<file path="src/rtl/time_date_counter.sv">
// Timekeeping datapath: seconds prescaler, one-edge Gregorian carry cascade,
// and per-field up/down adjust with in-field wrap and day clamping.
module time_date_counter #(
  parameter int CLK_FREQ  = 50_000_000,
  parameter int YEAR_INIT = 2000
) (
  input  logic        clk,
  input  logic        rst,
  input  logic        en_1,
  input  logic        dem_chinh,
  input  logic [2:0]  select_item,
  input  logic        up,
  input  logic        down,
  output logic [5:0]  sec,
  output logic [5:0]  min,
  output logic [4:0]  hour,
  output logic [4:0]  day,
  output logic [3:0]  month,
  output logic [13:0] year,
  output logic        tick_1hz
);

  localparam int unsigned PRE_W = (CLK_FREQ > 1) ? $clog2(CLK_FREQ) : 1;
  localparam logic [PRE_W-1:0] PRE_TC = PRE_W'(CLK_FREQ - 1);

  localparam logic [2:0] SEL_SEC   = 3'd0;
  localparam logic [2:0] SEL_MIN   = 3'd1;
  localparam logic [2:0] SEL_HOUR  = 3'd2;
  localparam logic [2:0] SEL_DAY   = 3'd3;
  localparam logic [2:0] SEL_MONTH = 3'd4;
  localparam logic [2:0] SEL_YEAR  = 3'd5;

  function automatic logic is_leap(input logic [13:0] y);
    return ((y[1:0] == 2'b00) && ((y % 14'd100) != 14'd0)) ||
           ((y % 14'd400) == 14'd0);
  endfunction

  function automatic logic [4:0] days_in_month(input logic [3:0] m,
                                               input logic [13:0] y);
    case (m)
      4'd4, 4'd6, 4'd9, 4'd11: return 5'd30;
      4'd2:                    return is_leap(y) ? 5'd29 : 5'd28;
      default:                 return 5'd31;
    endcase
  endfunction

  // Step a value one place within [lo, hi], wrapping at both ends.
  function automatic logic [13:0] step_wrap(input logic [13:0] v,
                                            input logic [13:0] lo,
                                            input logic [13:0] hi,
                                            input logic        inc);
    if (inc) return (v >= hi) ? lo : v + 14'd1;
    else     return (v <= lo) ? hi : v - 14'd1;
  endfunction

  logic [PRE_W-1:0] pre;
  logic             count_active;
  logic             adj_step;
  logic [4:0]       dim_cur;

  logic [5:0]  sec_nxt;
  logic [5:0]  min_nxt;
  logic [4:0]  hour_nxt;
  logic [4:0]  day_nxt;
  logic [3:0]  month_nxt;
  logic [13:0] year_nxt;

  assign count_active = en_1 & ~dem_chinh;
  assign tick_1hz     = count_active && (pre == PRE_TC);
  assign adj_step     = dem_chinh & (up ^ down);
  assign dim_cur      = days_in_month(month, year);

  always_ff @(posedge clk or posedge rst) begin
    if (rst)                pre <= '0;
    else if (!count_active) pre <= '0;
    else if (pre == PRE_TC) pre <= '0;
    else                    pre <= pre + PRE_W'(1);
  end

  always_comb begin
    sec_nxt   = sec;
    min_nxt   = min;
    hour_nxt  = hour;
    day_nxt   = day;
    month_nxt = month;
    year_nxt  = year;
    if (tick_1hz) begin
      // Full cascade resolves in one edge; each field only moves when all lower ones wrap.
      sec_nxt = 6'(step_wrap({8'd0, sec}, 14'd0, 14'd59, 1'b1));
      if (sec == 6'd59) begin
        min_nxt = 6'(step_wrap({8'd0, min}, 14'd0, 14'd59, 1'b1));
        if (min == 6'd59) begin
          hour_nxt = 5'(step_wrap({9'd0, hour}, 14'd0, 14'd23, 1'b1));
          if (hour == 5'd23) begin
            day_nxt = 5'(step_wrap({9'd0, day}, 14'd1, {9'd0, dim_cur}, 1'b1));
            if (day >= dim_cur) begin
              month_nxt = 4'(step_wrap({10'd0, month}, 14'd1, 14'd12, 1'b1));
              if (month == 4'd12)
                year_nxt = step_wrap(year, 14'd0, 14'd9999, 1'b1);
            end
          end
        end
      end
    end else if (adj_step) begin
      case (select_item)
        SEL_SEC:  sec_nxt  = 6'(step_wrap({8'd0, sec}, 14'd0, 14'd59, up));
        SEL_MIN:  min_nxt  = 6'(step_wrap({8'd0, min}, 14'd0, 14'd59, up));
        SEL_HOUR: hour_nxt = 5'(step_wrap({9'd0, hour}, 14'd0, 14'd23, up));
        SEL_DAY:  day_nxt  = 5'(step_wrap({9'd0, day}, 14'd1, {9'd0, dim_cur}, up));
        SEL_MONTH: begin
          month_nxt = 4'(step_wrap({10'd0, month}, 14'd1, 14'd12, up));
          if (day > days_in_month(month_nxt, year))
            day_nxt = days_in_month(month_nxt, year);
        end
        SEL_YEAR: begin
          year_nxt = step_wrap(year, 14'd0, 14'd9999, up);
          if (day > days_in_month(month, year_nxt))
            day_nxt = days_in_month(month, year_nxt);
        end
        default: ;
      endcase
    end
  end

  always_ff @(posedge clk or posedge rst) begin
    if (rst) begin
      sec   <= 6'd0;
      min   <= 6'd0;
      hour  <= 5'd0;
      day   <= 5'd1;
      month <= 4'd1;
      year  <= 14'(YEAR_INIT);
    end else begin
      sec   <= sec_nxt;
      min   <= min_nxt;
      hour  <= hour_nxt;
      day   <= day_nxt;
      month <= month_nxt;
      year  <= year_nxt;
    end
  end

endmodule

</file>
<file path="config.mk">
export PLATFORM = sky130hd
export DESIGN_NAME = time_date_counter
export DESIGN_NICKNAME = d
export VERILOG_FILES = /design/src/rtl/time_date_counter.sv
export SDC_FILE = /design/constraint.sdc
export NUM_CORES = 1
export LEC_CHECK = 0
export ABC_CLOCK_PERIOD_IN_PS = 19700
export CORE_MARGIN = 1.5
export CORE_UTILIZATION = 40
export DETAILED_ROUTE_END_ITERATION = 8
export SETUP_SLACK_MARGIN = 0.1
export SYNTH_ARGS = -nofsm -noshare
export SYNTH_HDL_FRONTEND = slang
export SYNTH_SLANG_ARGS = --single-unit
</file>
<file path="constraint.sdc">
create_clock -name clk -period 19.7 [get_ports clk]
set_input_delay 3.94 -clock clk [delete_from_list [all_inputs] [get_ports clk]]
set_output_delay 3.94 -clock clk [all_outputs]
set_load 0.005 [all_outputs]
</file>
==> reports/summary.txt <==
Count of input and output buffers -> 49
Gate power share -> 62.0%
Mapped Area -> 8340 um2
Most frequent cells after synthesis -> nor2_1 (103), o21ai_0 (102), nand2_1 (101), a21oi_1 (81), dfrtp_1 (58)
Top cells by area, synth -> dfrtp_1 (17%), o21ai_0 (6.1%), a21oi_1 (4.9%)
CTS tree -> built
Initial antenna violation count -> 0
Fin Clk Skew -> 0.0145 ns
CTS clock-pin slew for the worst setup and hold paths -> 0.05 ns
Fill cells -> 2032
Critical path peak fanout -> 25
Startpoint types -> input port
Highest routed layer -> met4
CP top delay family -> compound AO/OA/AOI/OAI gates
Outcome -> finished, final reports clean
Crit-path max cell delay -> 0.65 ns
Area leader, netlist -> dfrtp_1
WL met2 -> 10700 um
Fin crit period -> 11.38 ns
Pins Over Slew Limit -> 0
Root buffer cell -> clkbuf_16
Req. time, crit path -> 19.96 ns
Post-DRT Antenna Nets -> 0
Worst path most repeated cell -> nor2_1
Final wirelength -> 23800 um
Reg2reg start -> year[0]
Chip Width -> 147 um
Detailed-route via count -> 8710
Worst hold margin -> 0.492 ns
Clk_lat worst skew -> 0.35 ns
Synth top area share -> 17.4%
Count leader, synth -> nor2_1
Area growth from synthesis to layout -> 11.0%
VDD IR max -> 0.0753 mV
RSZ-0062 raised after global routing -> false
Die height -> 147 um
Fin cells -> 1410
Leak -> 0.00347 uW
Cell Count Post-Placement -> 1394
# Max-Cap Violations -> 0
CTS Buf Count -> 9
P_int -> 606 uW
Synth Area per Inst -> 7.30 um2
Worst hold path startpoint -> pre[0]
Max-Slew Margin vs Limit -> 32.4%
Post-CTS sizing -> 0
Switching Power -> 557 uW
Crit end category -> flip-flop
Initial core utilization -> 41.0%
WL/cell -> 16.9 um
Clk network pwr share -> 16.4%
Crit path depth -> 30
Netlist cell types -> 111
Hold Path Sink -> pre[0]
Area of the multi-input gates -> 6220 um2
Core Region -> 20400 um2
Vias per inst -> 6.18
Rows -> 52
Worst endpoint data arrival time -> 11.64 ns
First-pass GRT wire length -> 39500 um
Clk sink count -> 66
Setup TNS after final layout -> 0 ns
Worst-Margin Slew -> 1.01 ns
Worst Hold Path Cells -> 1
Postcts setup bufs -> 0
DRC -> 0
Yosys warnings -> 0
Post-synth EDFFs -> 0
Top FF cell, synth -> dfrtp_1
Vias in the first global route -> 7647
Final Power -> 1160 uW
Ports -> 50
Synth Instances -> 1142
Switching share of power -> 47.9%
Ratio of cells with drive above 1 in the final layout -> 8.42%
Number of synthesized register bits -> 66
Share of flip-flops with an asynchronous set or reset -> 100%
Final net count -> 1168
R2r worst-path depth -> 31
Crit path max-delay cell type -> o311ai_2
Antenna diode count -> 0
Die area -> 21700 um2
CTS Buffer Depth -> 2
Cell Pwr Density -> 126 nW/um2
Min-Delay Path Class -> flip-flop to flip-flop
All-Layer GR Usage -> 21.8%
Hold-fix buffers at CTS -> 0
Largest net degree at the start of global routing -> 67
DR pass1 iterations -> 5
Storage element area -> 1660 um2
Metal-1 WL -> 11500 um
Reg-to-reg slack, setup -> 11.19 ns
Hpwl dp -> 16900 um
RR Endpoint -> day[0]
Crit Path Class -> input port to flip-flop
Final setup violating endpoints -> 0
WL met3 -> 1290 um
Part of the power in registers -> 21.6%
Iter 0 DRT Violations -> 577
Total congestion overflow -> 0
Post-synthesis sequential area ratio -> 19.9%
Max frequency -> 87.9 MHz
Tcrit/Tclk final -> 57.8%
# H-tree levels -> 3
Gpl congestion -> 0.893
Syn nets -> 1175
Fin. Hold Viols -> 0
Worst Path Buf+Inv -> 3
==> power by group through the flow <==
stage	combinational, uW	clock [uW]	sequential [uW]
4_1_cts	715	195	250
6_report	721	191	252
5_1_grt	802	200	261
2_1_floorplan	572	0	206
3_3_place_gp	708	0	253
3_5_place_dp	710	0	252
==> area by class of cell <==
type / instances / share of cell area [%]
Multi-Input combinational cell: 962 / 67.2
Tap cell: 270 / 3.65
Clock inverter: 6 / 1.23
Clock buffer: 10 / 2.47
Sequential cell: 66 / 18.0
Inverter: 39 / 1.58
Timing Repair Buffer: 57 / 5.95
==> per-layer routing <==
| metal | vias up | global-route usage (%) |
|---|---|---|
| met2 | 279 | 33.5 |
| li1 | 4334 | - |
| met3 | 25 | 3.12 |
| met1 | 4072 | 31.8 |
| met4 | 0 | 5.75 |
| met5 | - | 0 |
==> registers in the layout, indices dropped and copies added, names as in the netlist <==
register  flops
month         4
min           6
sec           6
pre          26
hour          5
year         14
day           5
==> logic make-up after synthesis <==
family | share of synthesized area, %
flops | 19.9
xor+xnor | 5.45
fa+ha+maj | 3.72
simple gates | 27.0
buf+inv | 5.58
mux | 2.52
compound gates | 35.8
==> worst max path at each step <==
stage                     startpoint      to  slack (ns)
after detailed placement          up  day[0]        8.07
after global routing              up  day[0]        7.60
final                             up  day[0]        8.32
after floorplan                   up  day[0]        9.33
after global placement            up  day[0]        8.31
after CTS                         up  day[0]        8.40
==> placed cells by master, fill, tap and decap left out, types with 12 or more instances in the layout <==
cell type / n
a211oi_1: 22
a21oi_1: 81
a31oi_1: 20
and3_1: 24
clkdlybuf4s50_1: 49
dfrtp_1: 58
ha_1: 24
inv_1: 37
nand2_1: 101
nand2b_1: 14
nand3_1: 53
nand4_1: 20
nor2_1: 102
nor3_1: 44
o21ai_0: 102
o21ai_1: 14
o22ai_1: 18
o31ai_1: 13
or3_1: 12
xnor2_1: 26
xor2_1: 24
==> per-stage QoR <==
| step | instance area [um2] | util [%] | setup slack (ns) |
|---|---|---|---|
| after floorplan | 8340 | - | 9.33 |
| after global placement | 8910 | 43.8 | 8.31 |
| after detailed placement | 8910 | 43.8 | 8.07 |
| after CTS | 9260 | 45.4 | 8.40 |
| after global routing | 9260 | 45.4 | 7.60 |
| final | 9260 | 45.4 | 8.32 |
Power figures use the tool's default switching activity.
